[src/rtl/private_key_gen.sv]
// private_key_gen: computes d = e^-1 mod y with the iterative extended
// Euclidean algorithm. Each quotient comes from a WIDTH-cycle restoring
// shift-subtract divider that also forms q*t1 bit-serially, so no
// multiplier is needed. key_valid reports whether the inverse exists.
module private_key_gen #(
  parameter int WIDTH = 32
) (
  input  logic             clk,
  input  logic             rst,
  input  logic             start,
  input  logic [WIDTH-1:0] public_key,
  input  logic [WIDTH-1:0] y,
  output logic [WIDTH-1:0] private_key,
  output logic             key_valid,
  output logic             busy,
  output logic             done
);

  typedef enum logic [2:0] {
    S_IDLE   = 3'd0,
    S_INIT   = 3'd1,
    S_DIV    = 3'd2,
    S_UPDATE = 3'd3,
    S_FIX    = 3'd4,
    S_DONE   = 3'd5
  } state_t;

  localparam int              CW       = $clog2(WIDTH) + 1;
  localparam logic [CW-1:0]   CNT_ZERO = {CW{1'b0}};
  localparam logic [CW-1:0]   CNT_ONE  = {{(CW-1){1'b0}}, 1'b1};
  localparam logic [CW-1:0]   CNT_LAST = CW'(WIDTH - 1);
  localparam logic [WIDTH-1:0] W_ZERO  = {WIDTH{1'b0}};
  localparam logic signed [WIDTH+1:0] T_ZERO = {(WIDTH+2){1'b0}};
  localparam logic signed [WIDTH+1:0] T_ONE  = {{(WIDTH+1){1'b0}}, 1'b1};

  state_t state_q, state_d;

  // Latched operands
  logic [WIDTH-1:0] e_q, e_d;
  logic [WIDTH-1:0] y_q, y_d;
  // Euclid remainders and Bezout coefficients
  logic [WIDTH-1:0] r0_q, r0_d;
  logic [WIDTH-1:0] r1_q, r1_d;
  logic signed [WIDTH+1:0] t0_q, t0_d;
  logic signed [WIDTH+1:0] t1_q, t1_d;
  // Divider: dividend shift register, partial remainder, q*t1 accumulator
  logic [WIDTH-1:0] quo_q, quo_d;
  logic [WIDTH-1:0] rem_q, rem_d;
  logic signed [WIDTH+1:0] p_q, p_d;
  logic [CW-1:0]    cnt_q, cnt_d;
  // Registered outputs
  logic [WIDTH-1:0] key_q, key_d;
  logic             valid_q, valid_d;
  logic             busy_q, busy_d;
  logic             done_q, done_d;

  // Divider step signals
  logic [WIDTH:0]          trial_s;
  logic [WIDTH+1:0]        diff_s;
  logic                    qb_s;
  logic [WIDTH-1:0]        rem_next_s;
  logic signed [WIDTH+1:0] p_next_s;
  logic signed [WIDTH+1:0] t0_adj_s;
  logic                    degen_s;

  // One restoring-division step, the matching product accumulation, and the
  // final sign correction of the inverse.
  always_comb begin
    trial_s    = {rem_q, quo_q[WIDTH-1]};
    diff_s     = {1'b0, trial_s} - {2'b00, r1_q};
    qb_s       = ~diff_s[WIDTH+1];
    // The remainder is always below r1 so it fits in WIDTH bits.
    rem_next_s = qb_s ? diff_s[WIDTH-1:0] : trial_s[WIDTH-1:0];
    p_next_s   = (p_q <<< 1) + (qb_s ? t1_q : T_ZERO);
    t0_adj_s   = t0_q + $signed({2'b00, y_q});
    degen_s    = (e_q == W_ZERO) || (y_q[WIDTH-1:1] == W_ZERO[WIDTH-1:1]) || (e_q >= y_q);
  end

  // Next-state and datapath update for the controller.
  always_comb begin
    state_d = state_q;
    e_d     = e_q;
    y_d     = y_q;
    r0_d    = r0_q;
    r1_d    = r1_q;
    t0_d    = t0_q;
    t1_d    = t1_q;
    quo_d   = quo_q;
    rem_d   = rem_q;
    p_d     = p_q;
    cnt_d   = cnt_q;
    key_d   = key_q;
    valid_d = valid_q;
    busy_d  = busy_q;
    done_d  = 1'b0;
    case (state_q)
      S_IDLE: begin
        if (start) begin
          e_d     = public_key;
          y_d     = y;
          busy_d  = 1'b1;
          key_d   = W_ZERO;
          valid_d = 1'b0;
          state_d = S_INIT;
        end else begin
          state_d = S_IDLE;
        end
      end
      S_INIT: begin
        if (degen_s) begin
          state_d = S_DONE;
        end else begin
          r0_d    = y_q;
          r1_d    = e_q;
          t0_d    = T_ZERO;
          t1_d    = T_ONE;
          quo_d   = y_q;
          rem_d   = W_ZERO;
          p_d     = T_ZERO;
          cnt_d   = CNT_ZERO;
          state_d = S_DIV;
        end
      end
      S_DIV: begin
        quo_d = {quo_q[WIDTH-2:0], 1'b0};
        rem_d = rem_next_s;
        p_d   = p_next_s;
        if (cnt_q == CNT_LAST) begin
          state_d = S_UPDATE;
        end else begin
          cnt_d = cnt_q + CNT_ONE;
        end
      end
      S_UPDATE: begin
        r0_d  = r1_q;
        r1_d  = rem_q;
        t0_d  = t1_q;
        t1_d  = t0_q - p_q;
        // Next division divides the old r1 by the remainder just found.
        quo_d = r1_q;
        rem_d = W_ZERO;
        p_d   = T_ZERO;
        cnt_d = CNT_ZERO;
        if (rem_q == W_ZERO) begin
          state_d = S_FIX;
        end else begin
          state_d = S_DIV;
        end
      end
      S_FIX: begin
        if (r0_q == {{(WIDTH-1){1'b0}}, 1'b1}) begin
          key_d   = t0_q[WIDTH+1] ? t0_adj_s[WIDTH-1:0] : t0_q[WIDTH-1:0];
          valid_d = 1'b1;
        end else begin
          key_d   = W_ZERO;
          valid_d = 1'b0;
        end
        done_d  = 1'b1;
        state_d = S_DONE;
      end
      S_DONE: begin
        // Normal runs arrive with done already raised by FIX; the degenerate
        // path arrives straight from INIT and raises done here first.
        if (done_q) begin
          busy_d  = 1'b0;
          state_d = S_IDLE;
        end else begin
          done_d  = 1'b1;
          state_d = S_DONE;
        end
      end
      default: begin
        busy_d  = 1'b0;
        state_d = S_IDLE;
      end
    endcase
  end

  // State and datapath registers with asynchronous clear.
  always_ff @(posedge clk or posedge rst) begin
    if (rst) begin
      state_q <= S_IDLE;
      e_q     <= W_ZERO;
      y_q     <= W_ZERO;
      r0_q    <= W_ZERO;
      r1_q    <= W_ZERO;
      t0_q    <= T_ZERO;
      t1_q    <= T_ZERO;
      quo_q   <= W_ZERO;
      rem_q   <= W_ZERO;
      p_q     <= T_ZERO;
      cnt_q   <= CNT_ZERO;
      key_q   <= W_ZERO;
      valid_q <= 1'b0;
      busy_q  <= 1'b0;
      done_q  <= 1'b0;
    end else begin
      state_q <= state_d;
      e_q     <= e_d;
      y_q     <= y_d;
      r0_q    <= r0_d;
      r1_q    <= r1_d;
      t0_q    <= t0_d;
      t1_q    <= t1_d;
      quo_q   <= quo_d;
      rem_q   <= rem_d;
      p_q     <= p_d;
      cnt_q   <= cnt_d;
      key_q   <= key_d;
      valid_q <= valid_d;
      busy_q  <= busy_d;
      done_q  <= done_d;
    end
  end

  assign private_key = key_q;
  assign key_valid   = valid_q;
  assign busy        = busy_q;
  assign done        = done_q;

endmodule

[config.mk]
export PLATFORM = sky130hd
export DESIGN_NAME = private_key_gen
export DESIGN_NICKNAME = d
export VERILOG_FILES = /design/src/rtl/private_key_gen.sv
export SDC_FILE = /design/constraint.sdc
export NUM_CORES = 1
export LEC_CHECK = 0
export CAP_MARGIN = 20
export CORE_MARGIN = 4
export CORE_UTILIZATION = 40
export CTS_CLUSTER_SIZE = 16
export DETAILED_ROUTE_END_ITERATION = 10
export REMOVE_ABC_BUFFERS = 1
export SYNTH_ARGS = -nofsm -noshare
export SYNTH_HDL_FRONTEND = slang
export SYNTH_SLANG_ARGS = --single-unit
[constraint.sdc]
create_clock -name clk -period 18 [get_ports clk]
set_clock_uncertainty 0.1 [all_clocks]
set_input_delay 5.4 -clock clk [delete_from_list [all_inputs] [get_ports clk]]
set_output_delay 5.4 -clock clk [all_outputs]
set_load 0.1 [all_outputs]
# [Word-level counts from Yosys, hierarchy flattened]
# Cells that the tools add are included.
[classes] addsub=5 n_reduce_logical=16 n_mux=35 n_bitwise=1 eq_ne=12 magnitude_cmp=1
[ops] op="32-bit two-way mux" count=7
[ops] op="32-bit one-hot mux with 2 select lines" count=3
[ops] op="32-bit one-hot mux with 3 select lines" count=2
[ops] op="34-bit one-hot mux with 2 select lines" count=2
[ops] op="34-bit two-way mux" count=3
[ops] op="34-bit one-hot mux with 3 select lines" count=1
[ops] op="32-bit logical NOT" count=2
[ops] op="34-bit adder" count=1
[ops] op="33-bit by 32-bit subtractor with 34-bit output" count=1
[ops] op="34-bit subtractor" count=1
[ops] op="32-bit adder" count=1
[ops] op="32-bit by 1-bit equality test with 1-bit output (second input constant)" count=1
[ops] op="32-bit greater-or-equal comparator" count=1
[ops] op="31-bit logical NOT" count=1
[ops] op="3-bit one-hot mux with 6 select lines" count=1
[ops] op="6-bit one-hot mux with 3 select lines" count=1
[ops] op="3-bit two-way mux" count=4
[ops] op="6-bit two-way mux" count=2
[ops] op="2-bit != test (second input constant)" count=5
[ops] op="2-bit AND reduction" count=4
[ops] op="6-bit by 1-bit adder with 6-bit output (second input constant)" count=1
[ops] op="3-bit by 2-bit equality test with 1-bit output (second input constant)" count=2
[ops] op="3-bit equality test (second input constant)" count=2
[ops] op="6-bit by 5-bit equality test with 1-bit output (second input constant)" count=1
[ops] op="other kinds (11)" count=20
[totals] out_inout_bits=35 input_bits=67 ff_bits=338

# [Depth between registers and ports, before layout]
[logic_depth] ltp_word=5 mapped_depth=26 depth_no_buf=23

# [Least setup slack after synthesis]
# OpenSTA, ideal clock, no wires.
[synth_timing] kind="input to register" start="input start" end="register e_q[10]" slack_ns=11.365 required_time_ns=17.775 arrival_time_ns=6.411 path_stages=4 cell_sequence="and3_1 clkbuf_1 buf_1 mux2_2"
[synth_via] elab_chain_cells=1
[synth_lines] item="start: declaration" line="10" text="input logic start,"
[synth_lines] item="2-bit AND reduction (no source line)"
[synth_lines] item="end signal: assignment" line="183" text="e_q <= W_ZERO;"
[synth_lines] item="end signal: assignment" line="199" text="e_q <= e_d;"
[synth_lines] item="end: declaration" line="39" text="logic [WIDTH-1:0] e_q, e_d;"
# Every way passes these cells.
# A chain may end at the register's enable or synchronous reset.

==> reports/results.ini <==
[timing]
grt_setup_unrepaired=no
fin_tns_setup_ns=0
finalMaxSlewViolations=0
setup_viol=0
max_freq_mhz=119
period_share=0.468
max_slew_margin=0.316
hold_viol=0
fin_crit_ns=8.42
tightest_slew_ns=1.03

[setup_path]
worstPathMaxFanout=83
worstSetupEndpointType=asynchronous set/reset pin
cp_data_arrival_time_ns=8.90
worstReg2RegStart=r1_q[10]
crit_start=rst
critPathRequiredTime_ns=18.48
reg2reg_depth=23
reg2reg_slack_ns=11.22
path_class=in -> async
start_kind=input pin

[clocking]
cts_root_buf=clkbuf_16
cts_setup_buffers=0
clkLatencyLatePin_ns=0.59
cts.clk_slew.worst_paths_ns=0.06
cts_tree=built
clock_path_buffers=3
cts_hold_buf=0
htree_levels=2
clock_sinks=338
cts_resized=0
numCtsBuffers=41

[global_route]
antenna_found_initial=0
grt_pass1_vias=18531
grt_pass1_wl_mm=105
grt.total_usage=0.220
grt_max_degree=106
overflow=0

[run_status]
status=completed

[layout]
antenna_cells=0
n_fill_cell=5178
layout-drive-gt1-share=0.0653
nNetsFinal=2745
synthToLayoutAreaGrowth_pct=14.0
layoutNonFillerInstCount=3238

[drt]
wl_per_cell_um=20.4
routed_via_density=5.81
first_pass_iters=5
first_iter_violations=1469
drtAntennaViolNets=0
wirelength_mm=66.0
vias=18820
drc=0

[floorplanning]
io_pins=102
die_area_um2=58600
rows=85
die_w_um=242
fp.dieH_um=242
initial_core_util=0.406
core_area_um2=54000

[pwr]
p_per_area_nw_per_um2=189
power_leakage_nw=11.0
ir_drop_uv=89.6

[yosys]
synth.area.top_cells=dfrtp_1 (39%), ha_1 (9.2%), o21ai_0 (6.0%)
yosysWarningCount=0
synth-seq-cells=338
synth-async-reset-ratio=1.00
synth_cells=2460
seq_area_frac_synth=0.386
yosysTopAreaCell=dfrtp_1
ys.flop_type=dfrtp_1
synth_area_per_cell_um2=8.91
netlist_area_um2=21900
synth_edf_count=0
synth_top_area_frac=0.386
synth.top_cells.by_count=dfrtp_1 (338), nand2_1 (299), o21ai_0 (263)
post-synth-top-count-cell=dfrtp_1
ys_types=83

[worst_hold_path]
min_path_cells=2
hp-start=key_valid
hold_class=reg -> reg

[placed_design]
hpwl_mm=46.7
io_buffers=101
post-place-cells=3165
place.gp.congestion=0.895

[run]
drv_cap=0

## cell usage in the layout (no fill, tap or decap), types with 19 or more instances in the layout
cell type        Yosys  layout
nor4_1              30      30
nand3_1             32      32
ha_1               161     161
a211oi_1            48      48
dfrtp_1            338     337
clkdlybuf4s50_1      0     101
nor2b_1             49      49
inv_1              138     137
mux2_2              33      33
a22oi_1             70      70
nor2_1              88      86
nand4_1             27      27
o22ai_1             26      26
o21ai_0            263     263
mux2i_1             83      83
o21ai_1             21      20
a21o_1              69      69
xnor2_1             61      61
a21oi_1            173     173
o21bai_1            24      24
xor2_1              45      45
and2_1              36      35
buf_4                0      25
nand2_1            299     297
clkbuf_16            0      42
nand2b_1            19      19
## metal layers
layer	GRT usage	share of wire	vias up	routed length [um]
met5	0	0	-	0
met4	0.0681	0.033	0	2170
met3	0.0296	0.046	117	3010
met2	0.359	0.46	460	30000
met1	0.307	0.47	9255	30800
li1	-	-	8988	-
## area by class of cell
type	instances	area, um2	share of cell area
tap	696	871	0.0349
inverter	141	537	0.0215
clock inverter	21	196	0.00787
sequential	338	8460	0.339
timing repair buffer	127	1230	0.0491
multi-input combinational	1864	12500	0.502
clock buffer	51	1150	0.0462
## worst max-delay path: stages
cell             delay, ns
clkdlybuf4s50_1       0.49
inv_8                 0.44
buf_4                 0.81
buf_4                 0.80
buf_4                 0.81
## sequential cells by signal, indices dropped and copies added, names as in the netlist, 3 cells and up
name / flops
cnt_q: 6
e_q: 32
p_q: 34
private_key: 32
quo_q: 32
r0_q: 32
r1_q: 32
rem_q: 32
state_q: 3
t0_q: 34
t1_q: 34
y_q: 32
## worst paths after layout
kind | end
setup / recovery | t1_q[26]
hold / removal | key_valid
setup reg to reg | p_q[32]
hold reg to reg | key_valid
max in group clk | busy
min in group asynchronous | e_q[1]
## logic make-up (layout without fill, tap and decap cells)
group                    after synthesis  count (layout)  share of synthesized area
AO/OA/AOI/OAI                        831             831                      0.237
adder cells (fa/ha/maj)              165             165                     0.0956
AND/OR/NAND/NOR                      646             646                      0.139
multiplexers                         116             116                     0.0549
buffers and inverters                258             340                     0.0451
XOR/XNOR                             106             106                     0.0424
flip-flops                           338             338                      0.386
## per-stage QoR
step,area [um2],worst slack [ns],hold slack (ns),total power (W),util
final,25000,9.58,0.372,0.00471,0.462
after detailed placement,23600,8.75,0.368,0.00384,0.437
after global placement,23600,8.78,0.359,0.00379,0.437
after global routing,25000,8.95,0.401,0.00506,0.462
after CTS,24900,9.37,0.381,0.00470,0.462
after floorplan,21500,3.13,0.342,0.00307,-
## where the power goes
part | total (W) | switching (W) | internal, W
logic | 0.00252 | 0.00152 | 0.000993
clock network | 0.000836 | 0.000350 | 0.000486
registers | 0.00136 | 0.000337 | 0.00102
Note: power is estimated with default switching activity, not from simulation.
